**config.mk**
```make
export PLATFORM = sky130hd
export DESIGN_NAME = safe_keypad_scanner
export DESIGN_NICKNAME = d
export VERILOG_FILES = /design/src/rtl/safe_keypad_scanner_pkg.sv /design/src/rtl/safe_debounce_level.sv /design/src/rtl/safe_keypad_scanner.sv
export SDC_FILE = /design/constraint.sdc
export NUM_CORES = 1
export LEC_CHECK = 0
export ABC_AREA = 1
export BUFFER_PORTS_ARGS = -buffer_cell sky130_fd_sc_hd__buf_2
export CAP_MARGIN = 20
export CORE_ASPECT_RATIO = 1.2
export CORE_UTILIZATION = 54
export DETAILED_ROUTE_END_ITERATION = 8
export PLACE_DENSITY = 0.75
export SYNTH_ARGS = -nofsm -noshare
export SYNTH_HDL_FRONTEND = slang
export SYNTH_SLANG_ARGS = --single-unit
export TNS_END_PERCENT = 100
```
**constraint.sdc**
```tcl
create_clock -name clk_i -period 2.85 [get_ports clk_i]
set_clock_uncertainty 0.1 [all_clocks]
set_input_delay 0.285 -clock clk_i [delete_from_list [all_inputs] [get_ports clk_i]]
set_output_delay 0.285 -clock clk_i [all_outputs]
set_load 0.05 [all_outputs]
```
**src/rtl/safe_keypad_scanner_pkg.sv**
```systemverilog
// Shared types and constants for the safe keypad front end: key codes,
// scan states and the 2x3 matrix map.
package safe_keypad_scanner_pkg;

  localparam int NUM_ROWS = 2;
  localparam int NUM_COLS = 3;
  localparam int NUM_KEYS = NUM_ROWS * NUM_COLS;

  // Snapshot bit index equals the key code: bit = row * NUM_COLS + col.
  typedef enum logic [2:0] {
    KEY_0     = 3'd0,
    KEY_1     = 3'd1,
    KEY_2     = 3'd2,
    KEY_3     = 3'd3,
    KEY_OK    = 3'd4,
    KEY_CLEAR = 3'd5
  } key_code_e;

  typedef enum logic {
    ROW0 = 1'b0,
    ROW1 = 1'b1
  } scan_state_e;

  // Row drives are active-low; exactly one row is pulled low at a time.
  localparam logic [NUM_ROWS-1:0] ROW0_DRIVE = 2'b10;
  localparam logic [NUM_ROWS-1:0] ROW1_DRIVE = 2'b01;

  function automatic logic is_single_key(input logic [NUM_KEYS-1:0] keys);
    return $onehot(keys);
  endfunction

  function automatic key_code_e key_from_bits(input logic [NUM_KEYS-1:0] keys);
    key_code_e code;
    code = KEY_0;
    for (int i = 0; i < NUM_KEYS; i++) begin
      if (keys[i]) code = key_code_e'(3'(i));
    end
    return code;
  endfunction

endpackage

```
**src/rtl/safe_debounce_level.sv**
```systemverilog
// Two-flop synchroniser followed by a level debouncer: the output follows
// the input only after COUNT consecutive cycles of disagreement.
module safe_debounce_level #(
  parameter int COUNT = 1000
) (
  input  logic clk_i,
  input  logic arst_i,
  input  logic d_i,
  output logic q_o
);

  localparam int CNT_W = $clog2(COUNT) + 1;
  localparam logic [CNT_W-1:0] CNT_LAST = CNT_W'(COUNT - 1);

  logic             r_meta;
  logic             r_sync;
  logic             r_level;
  logic [CNT_W-1:0] r_cnt;

  always_ff @(posedge clk_i or posedge arst_i) begin
    if (arst_i) begin
      r_meta  <= 1'b0;
      r_sync  <= 1'b0;
      r_level <= 1'b0;
      r_cnt   <= '0;
    end else begin
      r_meta <= d_i;
      r_sync <= r_meta;
      if (r_sync == r_level) begin
        r_cnt <= '0;
      end else if (r_cnt == CNT_LAST) begin
        r_level <= r_sync;
        r_cnt   <= '0;
      end else begin
        r_cnt <= r_cnt + 1'b1;
      end
    end
  end

  assign q_o = r_level;

endmodule

```
**src/rtl/safe_keypad_scanner.sv**
```systemverilog
// Keypad matrix scanner and door-seal debouncer feeding the safe controller.
// Emits one single-cycle strobe per clean, isolated key press.
//
// state | meaning
// ROW0  | row 0 driven low, columns sampled into snapshot[2:0] at divider end
// ROW1  | row 1 driven low, columns complete the frame at divider end
module safe_keypad_scanner
  import safe_keypad_scanner_pkg::*;
#(
  parameter int SCAN_DIV       = 1000,
  parameter int DEBOUNCE_SCANS = 4,
  parameter int DOOR_DEBOUNCE  = 1000
) (
  input  logic                clk_i,
  input  logic                arst_i,
  output logic [NUM_ROWS-1:0] row_o,
  input  logic [NUM_COLS-1:0] col_i,
  input  logic                door_raw_i,
  output logic                key_0_o,
  output logic                key_1_o,
  output logic                key_2_o,
  output logic                key_3_o,
  output logic                key_ok_o,
  output logic                key_clear_o,
  output logic                key_valid_o,
  output logic [2:0]          key_code_o,
  output logic                door_sealed_o
);

  localparam int DIV_W = $clog2(SCAN_DIV) + 1;
  localparam int STB_W = $clog2(DEBOUNCE_SCANS) + 1;
  localparam logic [DIV_W-1:0] DIV_LAST = DIV_W'(SCAN_DIV - 1);
  localparam logic [STB_W-1:0] STB_MAX  = STB_W'(DEBOUNCE_SCANS);

  scan_state_e         r_state;
  logic [DIV_W-1:0]    r_div;
  logic [NUM_ROWS-1:0] r_row;
  logic [NUM_COLS-1:0] r_col_meta;
  logic [NUM_COLS-1:0] r_col_sync;
  logic [NUM_COLS-1:0] r_row0_snap;
  logic [NUM_KEYS-1:0] r_prev_frame;
  logic [STB_W-1:0]    r_stable_cnt;
  logic [NUM_KEYS-1:0] r_deb;
  logic [NUM_KEYS-1:0] r_pulse;
  logic                r_valid;
  logic [2:0]          r_code;

  logic                w_sample;
  logic                w_frame_end;
  logic [NUM_KEYS-1:0] w_frame;
  logic                w_same;
  logic [STB_W-1:0]    w_stable_next;
  logic                w_accept;
  logic                w_press;

  always_ff @(posedge clk_i or posedge arst_i) begin
    if (arst_i) begin
      r_col_meta <= '0;
      r_col_sync <= '0;
    end else begin
      r_col_meta <= col_i;
      r_col_sync <= r_col_meta;
    end
  end

  assign w_sample    = (r_div == DIV_LAST);
  assign w_frame_end = w_sample && (r_state == ROW1);
  // Row 1 columns land in the upper half so bit index equals key code.
  assign w_frame     = {~r_col_sync, r_row0_snap};

  always_ff @(posedge clk_i or posedge arst_i) begin
    if (arst_i) begin
      r_state     <= ROW0;
      r_div       <= '0;
      r_row       <= ROW0_DRIVE;
      r_row0_snap <= '0;
    end else if (w_sample) begin
      r_div <= '0;
      case (r_state)
        ROW0: begin
          r_row0_snap <= ~r_col_sync;
          r_state     <= ROW1;
          r_row       <= ROW1_DRIVE;
        end
        ROW1: begin
          r_state <= ROW0;
          r_row   <= ROW0_DRIVE;
        end
      endcase
    end else begin
      r_div <= r_div + 1'b1;
    end
  end

  assign w_same        = (w_frame == r_prev_frame);
  assign w_stable_next = !w_same                       ? '0      :
                         (r_stable_cnt == STB_MAX)     ? STB_MAX :
                                                         r_stable_cnt + 1'b1;
  assign w_accept      = (w_stable_next == STB_MAX);
  // A press counts only when leaving the all-released state with one key down.
  assign w_press       = w_frame_end && w_accept && (r_deb == '0) && is_single_key(w_frame);

  always_ff @(posedge clk_i or posedge arst_i) begin
    if (arst_i) begin
      r_prev_frame <= '0;
      r_stable_cnt <= '0;
      r_deb        <= '0;
      r_pulse      <= '0;
      r_valid      <= 1'b0;
      r_code       <= '0;
    end else begin
      r_pulse <= '0;
      r_valid <= 1'b0;
      if (w_frame_end) begin
        r_prev_frame <= w_frame;
        r_stable_cnt <= w_stable_next;
        if (w_accept) r_deb <= w_frame;
        if (w_press) begin
          r_pulse <= w_frame;
          r_valid <= 1'b1;
          r_code  <= key_from_bits(w_frame);
        end
      end
    end
  end

  safe_debounce_level #(
    .COUNT(DOOR_DEBOUNCE)
  ) u_door_debounce (
    .clk_i (clk_i),
    .arst_i(arst_i),
    .d_i   (door_raw_i),
    .q_o   (door_sealed_o)
  );

  assign row_o       = r_row;
  assign key_0_o     = r_pulse[KEY_0];
  assign key_1_o     = r_pulse[KEY_1];
  assign key_2_o     = r_pulse[KEY_2];
  assign key_3_o     = r_pulse[KEY_3];
  assign key_ok_o    = r_pulse[KEY_OK];
  assign key_clear_o = r_pulse[KEY_CLEAR];
  assign key_valid_o = r_valid;
  assign key_code_o  = r_code;

endmodule

```
* After elaboration in Yosys (flattened, before gate mapping)
Index checks and enable logic that the tools add are counted.
** Cells by class
- Equal/unequal tests :: 7
- Reduce and logical (&&, ||, !) cells :: 9
- Add/sub/neg operators :: 8
- Mux-type cells :: 16
- Bitwise logic cells :: 3
** Operators by type and width (count)
- $mux W11 :: 3
- $add A11 B1 Y11 const B :: 2
- $eq A11 B10 Y1 const B :: 2
- $mux W3 :: 6
- $mux W6 :: 2
- $reduce_and A2 Y1 :: 4
- $add A1 B1 Y2 :: 3
- $eq A3 B3 Y1 const B :: 2
- $eq A6 B6 Y1 :: 1
- $logic_not A6 Y1 :: 1
- $logic_and A1 B1 Y1 :: 4
- $pmux W2 S2 :: 1
- $add A2 B2 Y3 :: 1
- $add A3 B1 Y3 const B :: 1
- $add A3 B2 Y3 :: 1
- $eq A3 B1 Y1 const B :: 1
- $mux W1 :: 3
- $not A3 Y3 :: 1
- $not A1 Y1 :: 2
- $pmux W1 S2 :: 1
- $eq A1 B1 Y1 :: 1
** Word-level totals
- Bits of input ports :: 6
- Output and inout bits :: 13
- Word-level logic and storage cells :: 59
- Bits in registers :: 62

* Longest topological paths before layout
- Depth after elaboration :: 9
- Depth in mapped cells :: 12
- Gate-level depth less buffers :: 12

* Hierarchy
Synthesis repeated with hierarchy kept, for this count alone.
** Unflattened totals
- Cells, all modules :: 310
- Area, all modules :: 2897.8 um2
** Modules (own cells, without submodules)
- safe_keypad_scanner :: cells each 225, sequential area each 1177.4 um2, area each 2185.8 um2, times used 1
- safe_debounce_level :: cells each 85, sequential area each 350.3 um2, area each 711.9 um2, times used 1

* Worst setup path after synthesis
No wires, ideal clock.
- Path type :: reg2reg
- Start point :: reg r_row0_snap[0]
- End point :: reg r_code[0], in the netlist key_code_o[0]
- Required time :: 2.631 ns
- Arrival :: 2.787 ns
- Clock period less this slack :: 3.006 ns
- Cell stages (with the launch flop) :: 13
- Buffers on the path :: 0
- Library setup time :: 0.119 ns
- Path slack :: -0.156 ns
- Cells stage by stage :: dfrtp_1 inv_2 fa_1 inv_1 fa_1 ha_1 fa_1 nor3b_1 nand4_1 nor2_4 nand3_4 nand2_1 nand2_1
** On the way
- Word-level cells in the longest chain between the ends :: 7
- Elaborated cells on any way between the ends :: 11
- Those cells by class :: add/sub: 3; eq/ne: 3; mux: 1; reduce/logical: 4
** RTL lines
- start: declaration :: line safe_keypad_scanner.sv:40 : logic [NUM_COLS-1:0] r_row0_snap;
- start signal: assignment :: line safe_keypad_scanner.sv:81 : r_row0_snap <= ~r_col_sync;
- branches (longest 5 deep; another with $add A2 B2 Y3)
- $logic_and A1 B1 Y1 (*) :: line safe_keypad_scanner.sv:101 : assign w_press = w_frame_end && w_accept && (r_deb == '0) && is_single_key(w_frame);
- $reduce_and A2 Y1 (no line) (*)
- end signal: assignment :: line safe_keypad_scanner.sv:121 : r_code <= key_from_bits(w_frame);
- end: declaration :: line safe_keypad_scanner.sv:46 : logic [2:0] r_code;
Mark *: on every way between the ends.
A chain may end at the register's enable or synchronous reset.

* Final worst setup path
Same ends and word-level chain as after synthesis.

==> impl_metrics.json <==
{
  "via_count_of_the_first_global_routing_pass": 1915,
  "dp_slack_ps": -244.1,
  "crit_path_start": "r_row0_snap[0]",
  "design.final.nets": 343,
  "synthDistinctLibCells": 34,
  "synth_xor_area_frac": 0.01873,
  "routed_wl_um": 4908,
  "syn_avg_cell_area_um2": 9.740,
  "top_usage_layer": "met2",
  "ios": 19,
  "drc": 0,
  "synth-seq-area-share": 0.5446,
  "synthSimpleGateAreaFrac": 0.2636,
  "clkTransAtPathRegs_ps": 70,
  "min_delay_endpoint": "r_col_sync[2]",
  "total_iterations_of_the_first_detailed_routing_run": 4,
  "drt.antenna.violating_nets": 0,
  "std_cell_rows": 28,
  "layout.core_utilization": 0.6700,
  "synth_adder_area_share": 0.04371,
  "placeableCoreArea_um2": 4975,
  "grt_setup_unrepaired": "true",
  "dpl.hpwl_um": 3372,
  "initial_utilization": 0.5639,
  "failing_checks": "negative setup slack",
  "worst_reg2reg_path_depth": 12,
  "crit_type": "flip-flop to flip-flop",
  "postSynthNetCount": 302,
  "n_antenna_cell": 0,
  "post-synth-top-area-fraction": 0.5352,
  "async_reset_ff_frac": 1.000,
  "peakVddDrop_v": 0.0004459,
  "cts_num_sinks": 61,
  "groute.layer.met1.usage": 0.2761,
  "die_height_um": 80.96,
  "compound_cell_area_share_of_the_yosys_netlist": 0.06512,
  "synth_area_leader_cell": "sky130_fd_sc_hd__dfrtp_1",
  "endpoint_kind": "flip-flop",
  "synth-main-ff-cell": "sky130_fd_sc_hd__dfrtp_1",
  "number_of_synthesized_flops_with_an_enable_pin": 0,
  "cp_data_required_time_ps": 2990,
  "count_of_final_setup_violators": 10,
  "ys_warn_count": 0,
  "timing.max_slew.rel_slack": 0.7318,
  "synthToLayoutAreaGrowth_pct": 18.82,
  "r2r_slack_ps": -180,
  "gr-total-overflow": 0,
  "hold_startpoint": "r_col_meta[2]",
  "clock_tree.buffer_depth": 2,
  "buffer_ports.inserted": 18,
  "layout_worst_path_cycle_share": 1.064,
  "worst_pin_slew_ps": 402.2,
  "finalCriticalPeriod_ps": 3032,
  "run_status": "finished, violations left",
  "syn_inst": 288,
  "grtUsageMet2": 0.3366,
  "muxShareOfSynthArea": 0.004014,
  "maxSlewViolCount": 0,
  "groute.layer.met3.usage": 0.06039,
  "fillCellCount": 384,
  "post_synth_most_frequent_cells": "sky130_fd_sc_hd__dfrtp_1, sky130_fd_sc_hd__nand2_1, sky130_fd_sc_hd__nor2_1",
  "synth_most_common_cell": "sky130_fd_sc_hd__dfrtp_1",
  "yosys-top-cells-area": "sky130_fd_sc_hd__dfrtp_1, sky130_fd_sc_hd__nand2_1, sky130_fd_sc_hd__nor2_1",
  "number_of_antenna_violations_at_the_first_check_in_global_routing": 0,
  "gpl.final_weighted_congestion": 0.7983,
  "htreeDepth": 3,
  "cap_violations": 0,
  "p_leak_uw": 0.001672,
  "die-area_um2": 5488,
  "worstReg2RegEnd": "key_code_o[0]",
  "drt_iter0_drc": 85,
  "grt_max_degree": 62,
  "layoutNonFillerInstCount": 394,
  "grt_usage": 0.2181,
  "tritoncts_buffers": 9,
  "critical_path.reg2reg.startpoint": "r_row0_snap[0]",
  "cp-start-kind": "flip-flop",
  "clockRootBuffer": "sky130_fd_sc_hd__clkbuf_8",
  "mappedNetlistArea_um2": 2805,
  "grt_first_pass_wirelength_um": 8542,
  "finalHoldViolations": 0,
  "drive_gt1_frac": 0.2784,
  "hold-path-cell-count": 0,
  "numPlacedInstances": 371,
  "power_density_nw_per_um2": 530.9,
  "path_max_fanout": 5,
  "detail_route.wl_per_cell_um": 12.46,
  "max_clock_freq_mhz": 329.8,
  "post_drt_via_cell_ratio": 4.995,
  "dr_total_vias": 1968,
  "worst_ep_arrival_time_ps": 3170,
  "dominant_combinational_cell_family_by_area_after_synthesis": "simple AND/OR/NAND/NOR gates",
  "yosys_register_bits": 61,
  "final.setup.worst_slack_ps": -182.0,
  "die_width_um": 67.80,
  "worst_hold_class": "flip-flop to flip-flop",
  "clkLatencyLatePin_ps": 340,
  "cts_tree": "built"
}
## stage by stage
stage	power [uW]	hold slack (ps)	cell area, um2	TNS, ps
after floorplan	934.5	216.4	2808	-581.6
after global placement	956.1	233.1	3023	-627.8
after detailed placement	958.3	237.2	3023	-1987
after CTS	1786	252.3	3317	-1468
after global routing	1835	257.7	3333	-3205
final	1770	251.2	3333	-1430
## state kept, by name (all words and copies together), names as in the netlist
signal,count
u_door_debounce.q_o,1
r_deb,6
key_valid_o,1
r_col_meta,3
r_prev_frame,6
r_stable_cnt,3
u_door_debounce.r_sync,1
u_door_debounce.r_meta,1
r_pulse,6
key_code_o,3
r_row0_snap,3
r_col_sync,3
u_door_debounce.r_cnt,11
r_div,11
row_o,2
## repair_timing
item | CTS | global route
gates cloned | 1 | 0
endpoints found under the hold margin | 64 | 0
hold buffers | 5 | 0
setup endpoints to repair | 10 | 10
pin swaps | 2 | 1
setup buffers | 1 | 0
resized for setup | 2 | 4
## cells in the final DEF, fill, tap and decap left out, drive strengths merged, types with 5 or more instances in the layout
cell type,netlist,routed
clkbuf,2,12
inv,37,38
o21ai,20,20
nand3,11,12
dlygate4sd3,0,5
nand4,5,5
nor2,43,43
buf,2,28
a21oi,8,8
dfrtp,60,60
nor3,11,11
nand2,64,64
ha,5,5
## critical path: stages, from the launching register on
cell,delay (ps)
sky130_fd_sc_hd__dfrtp_1,360
sky130_fd_sc_hd__inv_2,60
sky130_fd_sc_hd__fa_1,540
sky130_fd_sc_hd__inv_1,50
sky130_fd_sc_hd__fa_1,430
sky130_fd_sc_hd__ha_2,190
sky130_fd_sc_hd__fa_1,450
sky130_fd_sc_hd__nor3b_2,170
sky130_fd_sc_hd__nand4_1,150
sky130_fd_sc_hd__nor2_4,190
sky130_fd_sc_hd__nand3_4,120
sky130_fd_sc_hd__nand2_1,80
sky130_fd_sc_hd__nand2_1,40
## kinds of logic (layout without fill, tap and decap cells)
family | count (synthesis) | in the layout
DFF | 61 | 61
adders and majority gates | 8 | 8
AOI/OAI and AO/OA | 31 | 31
muxes | 1 | 1
and+or+nand+nor | 140 | 141
xor gates and xnor gates | 6 | 6
buffers and inverters | 41 | 86
## final cells by class
class / instances / area, um2 / area share
clock inverters: 4 / 53.80 / 0.01614
inverters: 37 / 138.9 / 0.04167
repair buffers: 33 / 231.5 / 0.06944
clock buffers: 12 / 165.2 / 0.04955
flip-flops and latches: 61 / 1528 / 0.4583
well taps: 60 / 75.07 / 0.02252
multi-input cells: 187 / 1141 / 0.3423
## report_power, final
| group | switching [uW] | internal (uW) | total (uW) |
|---|---|---|---|
| Combinational | 42.3 | 24.2 | 66.5 |
| Sequential | 5.12 | 875 | 880 |
| Clock | 345 | 478 | 823 |
| Total | 393 | 1380 | 1770 |
## worst max path at each step
| stage | to | depth (start not counted) |
|---|---|---|
| 4_1_cts | key_code_o[1] | 12 |
| 6_report | key_code_o[0] | 12 |
| 3_3_place_gp | key_code_o[0] | 12 |
| 2_1_floorplan | key_code_o[0] | 12 |
| 5_1_grt | key_code_o[1] | 12 |
| 3_5_place_dp | key_code_o[1] | 12 |
## routing by layer
metal	vias to the layer above	part of all wire
li1	1000	-
met1	934	0.45
met2	22	0.49
met3	12	0.031
met4	0	0.025
met5	-	0
(Power assumes the default switching activity.)
